===== src/rtl/apb_master.sv =====
// Single-outstanding APB requester: one valid/ready command becomes one APB
// transfer (SETUP then ACCESS), answered by one valid/ready response.
module apb_master #(
  parameter int unsigned DATA    = 32,
  parameter int unsigned ADDR    = 32,
  parameter int unsigned TIMEOUT = 16
) (
  input  logic            pclk,
  input  logic            presetn,
  input  logic            cmd_valid,
  output logic            cmd_ready,
  input  logic            cmd_write,
  input  logic [ADDR-1:0] cmd_addr,
  input  logic [DATA-1:0] cmd_wdata,
  output logic            rsp_valid,
  input  logic            rsp_ready,
  output logic [DATA-1:0] rsp_rdata,
  output logic            rsp_err,
  output logic            psel,
  output logic            penable,
  output logic [ADDR-1:0] paddr,
  output logic            pwrite,
  output logic [DATA-1:0] pwdata,
  input  logic [DATA-1:0] prdata,
  input  logic            pready
);

  localparam int unsigned CW = $clog2(TIMEOUT + 1);

  typedef enum logic [1:0] {
    S_IDLE   = 2'd0,
    S_SETUP  = 2'd1,
    S_ACCESS = 2'd2,
    S_RESP   = 2'd3
  } state_e;

  state_e          r_state,     w_state_nxt;
  logic            r_cmd_ready, w_cmd_ready_nxt;
  logic            r_rsp_valid, w_rsp_valid_nxt;
  logic [DATA-1:0] r_rsp_rdata, w_rsp_rdata_nxt;
  logic            r_rsp_err,   w_rsp_err_nxt;
  logic            r_psel,      w_psel_nxt;
  logic            r_penable,   w_penable_nxt;
  logic [ADDR-1:0] r_paddr,     w_paddr_nxt;
  logic            r_pwrite,    w_pwrite_nxt;
  logic [DATA-1:0] r_pwdata,    w_pwdata_nxt;
  logic [CW-1:0]   r_cnt,       w_cnt_nxt;

  // State and every output are flops; the comb block computes their next values.
  always_ff @(posedge pclk or negedge presetn) begin
    if (!presetn) begin
      r_state     <= S_IDLE;
      r_cmd_ready <= 1'b1;
      r_rsp_valid <= 1'b0;
      r_rsp_rdata <= '0;
      r_rsp_err   <= 1'b0;
      r_psel      <= 1'b0;
      r_penable   <= 1'b0;
      r_paddr     <= '0;
      r_pwrite    <= 1'b0;
      r_pwdata    <= '0;
      r_cnt       <= '0;
    end else begin
      r_state     <= w_state_nxt;
      r_cmd_ready <= w_cmd_ready_nxt;
      r_rsp_valid <= w_rsp_valid_nxt;
      r_rsp_rdata <= w_rsp_rdata_nxt;
      r_rsp_err   <= w_rsp_err_nxt;
      r_psel      <= w_psel_nxt;
      r_penable   <= w_penable_nxt;
      r_paddr     <= w_paddr_nxt;
      r_pwrite    <= w_pwrite_nxt;
      r_pwdata    <= w_pwdata_nxt;
      r_cnt       <= w_cnt_nxt;
    end
  end

  always_comb begin
    w_state_nxt     = r_state;
    w_cmd_ready_nxt = r_cmd_ready;
    w_rsp_valid_nxt = r_rsp_valid;
    w_rsp_rdata_nxt = r_rsp_rdata;
    w_rsp_err_nxt   = r_rsp_err;
    w_psel_nxt      = r_psel;
    w_penable_nxt   = r_penable;
    w_paddr_nxt     = r_paddr;
    w_pwrite_nxt    = r_pwrite;
    w_pwdata_nxt    = r_pwdata;
    w_cnt_nxt       = r_cnt;

    unique case (r_state)
      S_IDLE: begin
        if (cmd_valid) begin
          w_state_nxt     = S_SETUP;
          w_cmd_ready_nxt = 1'b0;
          w_psel_nxt      = 1'b1;
          w_penable_nxt   = 1'b0;
          w_paddr_nxt     = cmd_addr;
          w_pwrite_nxt    = cmd_write;
          w_pwdata_nxt    = cmd_wdata;
          w_cnt_nxt       = '0;
        end
      end
      S_SETUP: begin
        w_state_nxt   = S_ACCESS;
        w_penable_nxt = 1'b1;
      end
      S_ACCESS: begin
        // A pready on the final allowed edge still counts as success.
        if (pready) begin
          w_state_nxt     = S_RESP;
          w_psel_nxt      = 1'b0;
          w_penable_nxt   = 1'b0;
          w_rsp_valid_nxt = 1'b1;
          w_rsp_err_nxt   = 1'b0;
          w_rsp_rdata_nxt = r_pwrite ? '0 : prdata;
        end else if (r_cnt == CW'(TIMEOUT - 1)) begin
          w_state_nxt     = S_RESP;
          w_psel_nxt      = 1'b0;
          w_penable_nxt   = 1'b0;
          w_rsp_valid_nxt = 1'b1;
          w_rsp_err_nxt   = 1'b1;
          w_rsp_rdata_nxt = '0;
        end else if (r_cnt != CW'(TIMEOUT)) begin
          w_cnt_nxt = r_cnt + CW'(1);
        end
      end
      S_RESP: begin
        if (rsp_ready) begin
          w_state_nxt     = S_IDLE;
          w_rsp_valid_nxt = 1'b0;
          w_cmd_ready_nxt = 1'b1;
        end
      end
      default: begin
        w_state_nxt = S_IDLE;
      end
    endcase
  end

  assign cmd_ready = r_cmd_ready;
  assign rsp_valid = r_rsp_valid;
  assign rsp_rdata = r_rsp_rdata;
  assign rsp_err   = r_rsp_err;
  assign psel      = r_psel;
  assign penable   = r_penable;
  assign paddr     = r_paddr;
  assign pwrite    = r_pwrite;
  assign pwdata    = r_pwdata;

endmodule


===== config.mk =====
export PLATFORM = sky130hd
export DESIGN_NAME = apb_master
export DESIGN_NICKNAME = d
export VERILOG_FILES = /design/src/rtl/apb_master.sv
export SDC_FILE = /design/constraint.sdc
export NUM_CORES = 1
export LEC_CHECK = 0
export CAP_MARGIN = 20
export CELL_PAD_IN_SITES_DETAIL_PLACEMENT = 0
export CELL_PAD_IN_SITES_GLOBAL_PLACEMENT = 2
export CORE_ASPECT_RATIO = 1.75
export CORE_MARGIN = 8
export CORE_UTILIZATION = 28
export DETAILED_ROUTE_END_ITERATION = 12
export PLACE_DENSITY = 0.86
export SYNTH_ARGS = -nofsm -noshare
export SYNTH_HDL_FRONTEND = slang
export SYNTH_SLANG_ARGS = --single-unit

===== constraint.sdc =====
create_clock -name pclk -period 2.8 [get_ports pclk]
set_input_delay 0.56 -clock pclk [delete_from_list [all_inputs] [get_ports pclk]]
set_output_delay 0.56 -clock pclk [all_outputs]
set_load 0.005 [all_outputs]

After elaboration in Yosys (flattened, before gate mapping)

Cells that the tools add are included.

Equal/unequal tests: 11
Muxes and demuxes: 26
Add/subtract/negate cells: 1
Reduce and logical (&&, ||, !) cells: 14

Operators by type and width:

| cell                                                                  | number |
|---|---|
| 32-bit 2-to-1 mux                                                     | 3 |
| 5-bit 2-to-1 mux                                                      | 4 |
| 3-bit AND reduction                                                   | 5 |
| 2-bit inequality test, second input constant                          | 5 |
| 5-bit case mux with 2 select lines                                    | 1 |
| 1-bit 2-to-1 mux                                                      | 9 |
| 2-bit 2-to-1 mux                                                      | 4 |
| 2-bit case mux with 4 select lines                                    | 1 |
| 2-bit nonzero test                                                    | 4 |
| 1-bit case mux with 2 select lines                                    | 3 |
| 5-bit by 1-bit adder with 5-bit output, second input constant         | 1 |
| 5-bit by 4-bit equality test with 1-bit output, second input constant | 1 |
| 5-bit inequality test, second input constant                          | 1 |
| 5-bit AND reduction                                                   | 1 |
| 2-bit equality test, second input constant                            | 2 |
| 2-bit AND reduction                                                   | 2 |
| 3-bit inequality test, second input constant                          | 1 |
| 1-bit case mux with 3 select lines                                    | 1 |
| 3-bit nonzero test                                                    | 1 |
| 2-bit by 1-bit equality test with 1-bit output, second input constant | 1 |
| 2-bit logical NOT                                                     | 1 |

Register bits: 109
Bits of input ports: 102
Output and inout port bits: 102

Logic depth before layout (Yosys ltp)

Word-level depth: 5
Depth in mapped cells: 6
Mapped depth without buffers: 6

Least setup slack after synthesis

Ideal clock, no wire load.

Path type: register to register
Start: reg r_cnt[0]
End: reg r_cnt[3]
Setup time: 104 ps
Stages on the path, launching flop included: 7
Slack: 1015 ps
Arrival: 1681 ps
Period minus slack after synthesis: 1785 ps
Cells stage by stage: dfrtp_1 -> ha_1 -> and3_2 -> ha_1 -> o21a_1 -> a211o_1 -> o311ai_1

Longest elaborated chain between the ends: 5

Ends and longest elaborated chain:

| what                                   | line | RTL |
|---|---|---|
| from (decl)                            | 47   | `logic [CW-1:0] r_cnt, w_cnt_nxt;` |
| from (signal assigned)                 | 74   | `r_cnt <= w_cnt_nxt;` |
| 5-bit by 1-bit adder with 5-bit output | 125  | `w_cnt_nxt = r_cnt + CW'(1);` |
| 5-bit 2-to-1 mux                       | 124  | `end else if (r_cnt != CW'(TIMEOUT)) begin` |
| 5-bit 2-to-1 mux                       | 117  | `end else if (r_cnt == CW'(TIMEOUT - 1)) begin` |
| 5-bit 2-to-1 mux                       | 110  | `if (pready) begin` |
| 5-bit case mux with 2 select lines     | 91   | `unique case (r_state)` |

Several ways; a longest one is shown, not always the timed one. The select of a mux whose other input is x is not followed.
A chain may end at the register's enable or synchronous reset.

Worst setup path after layout

Start: reg r_state[0]
End: reg r_cnt[4]

Longest elaborated chain between the ends: 3

Ends and longest elaborated chain:

| what                                                                         | line | RTL |
|---|---|---|
| from (decl)                                                                  | 37   | `state_e r_state, w_state_nxt;` |
| from (signal assigned)                                                       | 64   | `r_state <= w_state_nxt;` |
| 2-bit equality test / 2-bit logical NOT (equally long branches)              | 91   |  |
| 2-bit inequality test (no line) / 2-bit nonzero test (equally long branches) | -    |  |
| 5-bit AND reduction (no line)                                                | -    |  |

Several ways; a longest one is shown, not always the timed one.

==> metrics <==
Cells after Synth 280; final antenna diode count 0; Clock Pin Slew Worst Setup and Hold Paths 0.08 ns; Pins Over Slew Limit 0; combinational cell fraction of total power 42.5%; Util after Layout 46.0%; input/output buffers 203; fill count 1348; WL/cell 18.6 um; area grow syn2layout 60.7%; RSZ-0062 raised after global routing false; total power 6.94 mW; Placer Congestion 0.714; clock network power share 19.0%; final WL 12500 um; Max Cap Violations 0; grt total ovfl 0; post-route ant nets 0; metal2 WL 6900 um; top post-synthesis cells by area dfrtp_1 (64%), mux2_1 (12%), a22o_1 (6.6%); initial antenna violation count 0; CTS Sinks 109; internal power 4.92 mW; clk root buf clkbuf_16; data required time of the worst path 3.05 ns; hold_ws 0.232 ns; Worst Path Max Fanout 17; Setup TNS 0 ns; postcts setup bufs 0; Die H 179 um; Peak VDD IR 0.401 mV; Max Used Layer met4; Syn Std Cell Area 4250 sq um; Final Non-Filler Cells 673; Power per Cell Area 1020 nW/um^2; Global Route Usage Sum 12.9%; largest net degree at the start of global routing 65; CP Class reg -> reg; Starting DRT DRC Count 104; Post-CTS Resized 0; register share of total power 38.5%; CTS H-tree lvls 3; Net Sw Frac 29.1%; vias per inst 4.56; Synth area leader dfrtp_1; PnR worst setup slack 0.687 ns; core area 14800 sq um; # DRC 0; Setup WS pre-CTS 0.649 ns; static leakage 2.89 nW; Starting Density 28.6%; full die area 19500 sq um; synth unique cells 28; layout cells sized above 1 10.2%; final hold violations 0; share of the yosys chip area belonging to registers 64.2%; syn_nets 391; first-pass GRT wire length 19200 um; Row Count 59; syn_area_per_cell 15.2 sq um; Worst Setup Start Kind flop; io pins 204; vias in the first global route 3310; fin area 6830 sq um; via count 3066; Seq cells post-synth 109; hold crit path type in -> async; Yosys Warn Count 0; Clock Skew 0.0103 ns; Final nets 596; final worst path period share 75.5%; headroom to the max-slew limit 56.9%; Worst Path Arrival 2.37 ns; most frequent cells in the layout clkdlybuf4s50_1 (202), dfrtp_1 (108), mux2_1 (47); CP Capture Type flop; WL met3 876 um; status finished clean; area share of the largest cell type after synthesis 63.6%; Max Fclk 473 MHz; HPWL Detailed 9830 um; met1 wire length 4560 um; cell area after placement 6510 sq um; # setup viols final 0; switching pwr 2.02 mW; Worst Tran Pin Value 0.647 ns; CTS tree built; most common cell after layout, fill and taps aside clkdlybuf4s50_1; die width 109 um; Clock Latency Late Sink 0.34 ns; Multi-input gate area 1440 sq um; DR pass1 iterations 4; Hold Buf Count CTS 0; clock buffer count from CTS 9; Post-Place Cells 657; Max clock buf depth 2; post-route minimum period 2.11 ns; Reg area 2730 sq um
## path summary, 6_finish.rpt
path / end / start / cells past startpoint / slack, ns
min in group pclk: pwdata[19]$_DFFE_PN0P_ / pwdata[19]$_DFFE_PN0P_ / 1 / 0.49
worst max register to register: r_cnt[4]$_DFFE_PN0P_ / r_state[0]$_DFFE_PN0P_ / 5 / 0.69
max in group asynchronous: paddr[20]$_DFFE_PN0P_ / presetn / 2 / 1.76
worst min-delay path: paddr[1]$_DFFE_PN0P_ / presetn / 1 / 0.23
worst min register to register: pwdata[19]$_DFFE_PN0P_ / pwdata[19]$_DFFE_PN0P_ / 1 / 0.49
worst max-delay path: r_cnt[4]$_DFFE_PN0P_ / r_state[0]$_DFFE_PN0P_ / 5 / 0.69
## area by class of cell
type,instances,share of cell area (%)
inverter,6,0.330
tap,183,3.35
timing repair buffer,208,30.6
sequential,109,40.0
multi-input combinational,151,21.1
clock buffer,9,3.30
clock inverter,7,1.34
## flip-flops by register name, indices dropped and copies added, names as in the netlist
name,cells
pwdata,32
r_state,2
rsp_valid,1
paddr,32
r_cnt,5
rsp_rdata,32
cmd_ready,1
rsp_err,1
psel,1
penable,1
pwrite,1
## synth_stat cells
cell type / count
a211o_1: 1
a211oi_2: 2
a21oi_1: 4
a22o_1: 32
and3_2: 1
and4bb_1: 1
buf_2: 10
clkbuf_1: 4
dfrtp_1: 108
dfstp_2: 1
ha_1: 9
inv_1: 6
mux2_1: 47
mux2_2: 20
mux2i_1: 5
nand2_1: 5
nand2b_1: 2
nand3_1: 2
nand3b_1: 1
nor2_1: 5
nor2b_1: 1
nor3_1: 1
nor3b_2: 1
o21a_1: 1
o21ai_0: 6
o21ai_1: 1
o21ba_1: 1
o311ai_1: 2
## power groups by stage
stage               clock network, mW  registers, mW  logic [mW]
floorplan                           0           2.73        1.08
global placement                    0           2.69        2.96
detailed placement                  0           2.71        3.03
CTS                              1.38           2.69        3.03
global route                     1.44           2.79        3.17
finish                           1.32           2.68        2.95
## worst max-delay path, cell delays in order (launching register included)
cell and delay (ns):
dfrtp_1 0.41, inv_1 0.14, ha_1 0.54, mux2i_1 0.28, a211oi_2 0.42, mux2i_1 0.24
## layer usage
metal | track usage [%] | vias up
li1 | - | 1420
met3 | 3.85 | 7
met2 | 23.3 | 111
met5 | 0 | -
met4 | 3.38 | 0
met1 | 14.1 | 1528
## cells by family after synthesis
| group | share of synthesized area [%] |
|---|---|
| flops | 64.2 |
| mux | 18.9 |
| compound gates | 9.51 |
| buf+inv | 2.06 |
| simple gates | 2.62 |
| fa+ha+maj | 2.65 |
No activity file was read; power rests on OpenSTA's default activity.
